$ cat config.mk
export PLATFORM = sky130hd
export DESIGN_NAME = memory_port_arbiter
export DESIGN_NICKNAME = d
export VERILOG_FILES = /design/src/rtl/memory_port_arbiter.sv
export SDC_FILE = /design/constraint.sdc
export NUM_CORES = 1
export LEC_CHECK = 0
export ABC_AREA = 0
export ABC_CLOCK_PERIOD_IN_PS = 12500
export CORE_MARGIN = 2
export CORE_UTILIZATION = 30
export CTS_CLUSTER_DIAMETER = 100
export CTS_CLUSTER_SIZE = 12
export DETAILED_ROUTE_END_ITERATION = 7
export PLACE_DENSITY = 0.6
export RECOVER_POWER = 100
export SETUP_SLACK_MARGIN = 0.5
export SLEW_MARGIN = 25
export SYNTH_ARGS = -nofsm -noshare
export SYNTH_HDL_FRONTEND = slang
export SYNTH_SLANG_ARGS = --single-unit
$ cat constraint.sdc
create_clock -name clk -period 12.5 [get_ports clk]
set_input_delay 2.5 -clock clk [delete_from_list [all_inputs] [get_ports clk]]
set_output_delay 2.5 -clock clk [all_outputs]
set_load 0.01 [all_outputs]
$ cat src/rtl/memory_port_arbiter.sv
// Shares one memory group between instruction fetch and load/store. LSU has
// priority, IF is forced through after MAX_CONSEC LSU wins, reads return after READ_LATENCY.
module memory_port_arbiter #(
  parameter int  DATA_DEPTH   = 4096,
  parameter int  READ_LATENCY = 2,
  parameter int  MAX_CONSEC   = 4,
  localparam int ADDR_W       = 2 + $clog2(DATA_DEPTH)
) (
  input  logic              clk,
  input  logic              rst,
  input  logic              if_req_valid,
  output logic              if_req_ready,
  input  logic [ADDR_W-1:0] if_req_addr,
  output logic              if_rsp_valid,
  output logic [31:0]       if_rsp_data,
  input  logic              lsu_req_valid,
  output logic              lsu_req_ready,
  input  logic              lsu_req_we,
  input  logic [1:0]        lsu_req_width,
  input  logic [ADDR_W-1:0] lsu_req_addr,
  input  logic [31:0]       lsu_req_wdata,
  output logic              lsu_rsp_valid,
  output logic [31:0]       lsu_rsp_data,
  output logic              mem_we,
  output logic [1:0]        mem_data_width,
  output logic [ADDR_W-1:0] mem_addr,
  output logic [31:0]       mem_write_data,
  input  logic [31:0]       mem_read_data
);

  localparam logic [1:0] WIDTH_WORD = 2'd2;
  localparam int CNT_W = $clog2(MAX_CONSEC + 1);
  localparam logic [CNT_W-1:0] CONSEC_LIMIT = CNT_W'(MAX_CONSEC);

  logic [CNT_W-1:0]        consec_q, consec_d;
  logic [READ_LATENCY-1:0] pipe_vld_q, pipe_own_q;
  logic [ADDR_W-1:0]       addr_q;
  logic [1:0]              width_q;
  logic [31:0]             wdata_q;
  logic [31:0]             if_data_q, lsu_data_q;
  logic                    force_if, grant_lsu, grant_if, issue_rd;
  logic                    rsp_vld, rsp_lsu;

  always_comb begin
    force_if  = if_req_valid && (consec_q == CONSEC_LIMIT);
    grant_lsu = lsu_req_valid && !force_if;
    grant_if  = if_req_valid && !grant_lsu;
    issue_rd  = grant_if || (grant_lsu && !lsu_req_we);
  end

  assign if_req_ready  = grant_if;
  assign lsu_req_ready = grant_lsu;

  // Counts LSU wins only while IF is actually waiting.
  always_comb begin
    consec_d = '0;
    if (grant_lsu && if_req_valid) begin
      if (consec_q != CONSEC_LIMIT) consec_d = consec_q + CNT_W'(1);
      else                          consec_d = consec_q;
    end
  end

  // With no grant the memory sees the last command's address/width again.
  always_comb begin
    mem_we         = 1'b0;
    mem_data_width = width_q;
    mem_addr       = addr_q;
    mem_write_data = wdata_q;
    if (grant_lsu) begin
      mem_we         = lsu_req_we;
      mem_data_width = lsu_req_width;
      mem_addr       = lsu_req_addr;
      mem_write_data = lsu_req_wdata;
    end else if (grant_if) begin
      mem_data_width = WIDTH_WORD;
      mem_addr       = if_req_addr;
    end
  end

  always_comb begin
    rsp_vld       = pipe_vld_q[READ_LATENCY-1];
    rsp_lsu       = pipe_own_q[READ_LATENCY-1];
    if_rsp_valid  = rsp_vld && !rsp_lsu;
    lsu_rsp_valid = rsp_vld && rsp_lsu;
    if_rsp_data   = if_rsp_valid  ? mem_read_data : if_data_q;
    lsu_rsp_data  = lsu_rsp_valid ? mem_read_data : lsu_data_q;
  end

  always_ff @(posedge clk or posedge rst) begin
    if (rst) begin
      consec_q   <= '0;
      pipe_vld_q <= '0;
      pipe_own_q <= '0;
      addr_q     <= '0;
      width_q    <= '0;
      wdata_q    <= '0;
      if_data_q  <= '0;
      lsu_data_q <= '0;
    end else begin
      consec_q      <= consec_d;
      pipe_vld_q[0] <= issue_rd;
      pipe_own_q[0] <= grant_lsu;
      for (int i = 1; i < READ_LATENCY; i++) begin
        pipe_vld_q[i] <= pipe_vld_q[i-1];
        pipe_own_q[i] <= pipe_own_q[i-1];
      end
      addr_q     <= mem_addr;
      width_q    <= mem_data_width;
      wdata_q    <= mem_write_data;
      if_data_q  <= if_rsp_data;
      lsu_data_q <= lsu_rsp_data;
    end
  end

endmodule

---- Word-level counts from Yosys, hierarchy flattened ----
Index checks and enable logic that the tools add are counted.
cells by class
  shift-type cells ........................ 0
  bitwise gates (word level) .............. 0
  multiplexer cells ....................... 10
  $mul .................................... 0
  eq/ne operators ......................... 3
  order comparisons ....................... 0
  div/mod/pow operators ................... 0
  add/sub/neg operators ................... 1
  reduce and logical (&&, ||, !) cells .... 12
operators with widths
  cell                                                                      number
  32-bit two-way mux                                                        3
  14-bit two-way mux                                                        2
  1-bit logical AND                                                         7
  3-bit two-way mux                                                         2
  1-bit zero test                                                           4
  2-bit two-way mux                                                         2
  3-bit by 1-bit adder with 3-bit output (second input constant)            1
  3-bit == test (second input constant)                                     1
  3-bit inequality test (second input constant)                             1
  2-bit by 1-bit inequality test with 1-bit output (second input constant)  1
  1-bit logical OR                                                          1
  1-bit two-way mux                                                         1
storage, ports and cells
  logic and storage cells ................. 34
  input bits .............................. 99
  bits in latches ......................... 0
  output and inout bits ................... 117
  memories kept ........................... 0
  bits in writable memories ............... 0
  register bits ........................... 119
  ROM bits ................................ 0

---- Depth between registers and ports, before layout ----
  depth in word-level cells ............... 8
  gate-level depth with buffers ........... 7
  gate-level depth less buffers ........... 6

---- Worst setup path after synthesis ----
Ideal clock, no wire load.
  path kind ............................... input-to-output
  start point ............................. input port lsu_req_valid
  end point ............................... output port mem_write_data[0]
  path slack .............................. 6.714 ns
  required time ........................... 10.000 ns
  stages on the path ...................... 4
  buffers on the path ..................... 2
  data arrival time ....................... 3.286 ns
  cell sequence ........................... buf_2 nand2_4 buf_6 mux2_1
between the ends
  longest elaborated chain between the ends .. 2
RTL lines
  what                RTL line  RTL
  from (decl)         16        input logic lsu_req_valid,
  1-bit logical AND   46        grant_lsu = lsu_req_valid && !force_if;
  32-bit two-way mux  69        if (grant_lsu) begin
  to (decl)           27        output logic [31:0] mem_write_data,
No other way between the ends.

---- Worst setup path in the final report ----
  start point ............................. input port lsu_req_valid
  end point ............................... output port mem_addr[11]
between the ends
  longest elaborated chain between the ends .. 5
RTL lines
  what                    RTL line  RTL
  1-bit logical AND (*)   46
  1-bit zero test         47        grant_if = if_req_valid && !grant_lsu;
  1-bit logical AND       47
  14-bit two-way mux      74        end else if (grant_if) begin
  14-bit two-way mux (*)  69
  to (decl)               26        output logic [ADDR_W-1:0] mem_addr,
Every way passes the cells marked *; elsewhere a longest branch is shown, timed or not.

==> results by stage <==
Timing:
- Setup repair after global routing left no endpoint under its margin.
- At the pin with the least slew margin, the transition time is 3.098 ns.
- Setup slack on the critical path of the routed design comes to 3.826 ns.
- Setup violations remaining at the end of the flow were counted as 0.
- The worst slack on hold paths is 0.3446 ns.
- The final clock skew is 0.009034 ns.
- The worst pin sits at a relative slew slack of -1.065.
- The number of max-slew violations in the final report is roughly 190.
- The final sum of negative setup slack is 0 ns.
- The final critical path time including I/O delays and setup is around 8.7 ns.
- The hold violation total from the final report came to 0.
- Based on the critical path, the design can be clocked at up to approximately 120 MHz.
- The final clock period utilization by the worst path is 0.6939.

Worst setup path:
- The slowest stage of the critical path is the sky130_fd_sc_hd__nand2_1 cell.
- The delay of the slowest cell on the worst path is 0.97 ns.
- The critical setup path kind is in -> out.
- The signal on the critical path passes through dlygate4sd3_1, nand2_1, inv_1, o21ai_0, dlygate4sd3_1.
- The cell type with the highest occurrence count on the critical path is sky130_fd_sc_hd__dlygate4sd3_1.
- STA puts the critical path data arrival time at 6.17 ns.
- The family with the most delay on the worst path is buffers and inverters.
- The critical path startpoint category is an input port.
- STA classifies the critical path endpoint as a primary output.
- In this run the worst path has a maximum fanout of 34.
- The endpoint required time on the critical path is 10.00 ns.
- The number of buffers and inverters on the critical path is 3.

Drt:
- The number of DRC markers in iteration 0 is approximately 100.
- In the routed design, unresolved DRC markers number 0.
- The via count of the routed design is around 3.2k.
- The residual antenna-violating net count after detailed routing is 0.
- The detailed-route wire length per cell is between 15 and 20 um.
- The length of the first detailed-routing pass in iterations is 6.
- The total detailed-routing wirelength is 11.65 mm.
- Using the TritonRoute via totals, the vias-per-cell ratio works out to ~4.5.

Clocking:
- The total number of clock tree sinks is 119.
- The number of buffers added by the clock tree synthesis step is 17.
- In this run, post-CTS repair resized a total of 0 instances.
- TritonCTS built the clock tree.
- The number of buffers inserted by hold repair at cts is 0.
- The clock slew seen by the registers of the worst setup and hold paths is 0.05 ns.
- The number of setup buffers added after CTS is 0.
- The clock root buffer is sky130_fd_sc_hd__clkbuf_16.
- The number of H-tree branching levels is 4.
- The number of buffers between clock root and the deepest sink is 2.
- The later pin in the worst-skew pair is clocked with a latency of 0.41 ns.

GRT:
- The number of antenna violations at the first check in global routing came to 0.
- Entering global routing, the biggest net connects 63 pins.
- The total global-route track usage is 0.1482.
- The via count of the first global-routing pass is between 3k and 4k.
- The first-pass GRT wire length is 18.47 mm.
- The leftover overflow at the end of global routing is 0.

Synthesis:
- By count the netlist is led by sky130_fd_sc_hd__dfrtp_1, sky130_fd_sc_hd__mux2_1, sky130_fd_sc_hd__mux2_2.
- The count of flip-flops with a built-in enable after synthesis is 0.
- The proportion of synthesized flip-flops having asynchronous set or reset is 1.000.
- The dominant register cell in the synthesized netlist is sky130_fd_sc_hd__dfrtp_1.
- The most repeated cell in the gate-level netlist after synthesis is sky130_fd_sc_hd__dfrtp_1.
- The number of nets handed over by synthesis was 400.
- The post-synthesis instance total is 299.
- The sequential element share of the synthesized area is 0.6452.
- The netlist area before placement is 4616 um^2.
- The share of synthesized area in the top cell type comes to 0.6452.
- After synthesis, the cell types taking the most area are sky130_fd_sc_hd__dfrtp_1, sky130_fd_sc_hd__mux2_1, sky130_fd_sc_hd__mux2_2.
- sky130_fd_sc_hd__dfrtp_1 takes more of the synthesized area than any other cell.
- Counting flops and latches in the post-synthesis netlist gives 119.
- In this run, distinct cell masters in the synthesized netlist total 25.
- The average cell area after synthesis is approximately 15 um^2.
- The count of warnings emitted by yosys is 0.

Floorplan:
- The floorplan has between 40 and 50 rows.
- In this run the vertical extent of the chip is 128.0 um.
- The floorplan die width is 128.0 um.
- The standard cell core area is 15,150 um^2.
- The number of placed I/O pins is roughly 220.
- The floorplan step defined a die boundary enclosing between 15,000 and 20,000 um^2.
- The effective utilization at floorplan is 0.3048.

Hold path:
- The kind of path behind the tightest hold check is reg -> reg.

Power:
- The worst vdd rail ir drop is just under 0.09 mV.
- The analysis attributes to cell leakage a power of around 3.2 nW.
- The power per standard cell area is 155.2 nW/um^2.
- Total power for the finished layout comes to 0.001162 W.

Finish:
- The net count reported at finish is between 600 and 700.
- From synthesis to final layout, the design area changed by 62.21%.
- The repair_antennas step left the layout with diodes totalling 0.
- The share of post-route cells with drive strength above 1 is 0.1168.
- After routing the design area is 7487 um^2.

Placed design:
- Summing all placed instances gives a cell area of 6909 um^2.
- During placement, the flow inserted port buffers numbering 215.
- Before CTS, the worst setup slack after placement is 4.239 ns.
- The final weighted congestion of routability-driven global placement is 0.7459.
- The half-perimeter wire length after detailed placement is approximately 8.3 mm.

Status:
- The run finished, with violations left.
- The final reports fail on capacitance limit, slew limit.

Run:
- Across the run, the number of max-cap violations was 4.
power breakdown:
group / internal (W) / switching, W
clock: 0.000328 / 0.000163
sequential: 0.000436 / 0.0000117
combinational: 0.000126 / 0.0000978
total: 0.000890 / 0.000272
registers in the layout (all words and copies together), names as in the netlist:
register	flops
if_data_q	32
pipe_vld_q	2
width_q	2
lsu_data_q	32
pipe_own_q	2
consec_q	3
addr_q	14
wdata_q	32
area by class of cell:
cell class | count | area [um^2]
fillers | 1314 | 7659
flip-flops and latches | 119 | 2978
repair buffers | 217 | 2155
multi-input cells | 156 | 1490
clock buffers | 24 | 481.7
well taps | 188 | 235.2
clock inverters | 8 | 120.1
inverters | 7 | 27.53
layer usage:
| layer | share of wire | vias to the layer above | global-route usage |
|---|---|---|---|
| li1 | - | 1488 | - |
| met1 | 0.42 | 1615 | 0.1792 |
| met2 | 0.49 | 128 | 0.2353 |
| met3 | 0.071 | 16 | 0.05593 |
| met4 | 0.018 | 0 | 0.06852 |
| met5 | 0 | - | 0 |
placed cells by master (no fill, tap or decap), types with 14 or more instances in the layout:
cell / Yosys / layout
sky130_fd_sc_hd__clkbuf_16: 0 / 17
sky130_fd_sc_hd__nand3_1: 14 / 14
sky130_fd_sc_hd__mux2i_1: 14 / 14
sky130_fd_sc_hd__mux2_2: 32 / 31
sky130_fd_sc_hd__clkdlybuf4s50_1: 0 / 65
sky130_fd_sc_hd__dlygate4sd3_1: 0 / 149
sky130_fd_sc_hd__o21ai_0: 0 / 14
sky130_fd_sc_hd__mux2_1: 64 / 65
sky130_fd_sc_hd__dfrtp_1: 119 / 119
cell families after synthesis:
logic type      count (synthesis)  synth area share
flops                         119            0.6452
xor+xnor                        1          0.001898
buf+inv                        24           0.03036
compound gates                 16           0.01789
mux                           110            0.2646
simple gates                   27           0.03470
fa+ha+maj                       2          0.005421
path summary, 6_finish.rpt:
path,from,end,slack [ns],cells past startpoint
min,pipe_vld_q[0],pipe_vld_q[1],0.34,0
max,lsu_req_valid,mem_addr[11],3.83,5
min in group asynchronous,rst,width_q[1],3.30,2
max in group asynchronous,rst,addr_q[7],5.37,3
max reg2reg,consec_q[0],addr_q[11],9.38,6
min reg2reg,pipe_vld_q[0],pipe_vld_q[1],0.34,0
through the flow:
stage,util,instances
3_3_place_gp,0.4562,687
6_report,0.4943,719
5_1_grt,0.4943,719
2_1_floorplan,-,299
3_5_place_dp,0.4562,687
4_1_cts,0.4959,719
Power figures use the tool's default switching activity.
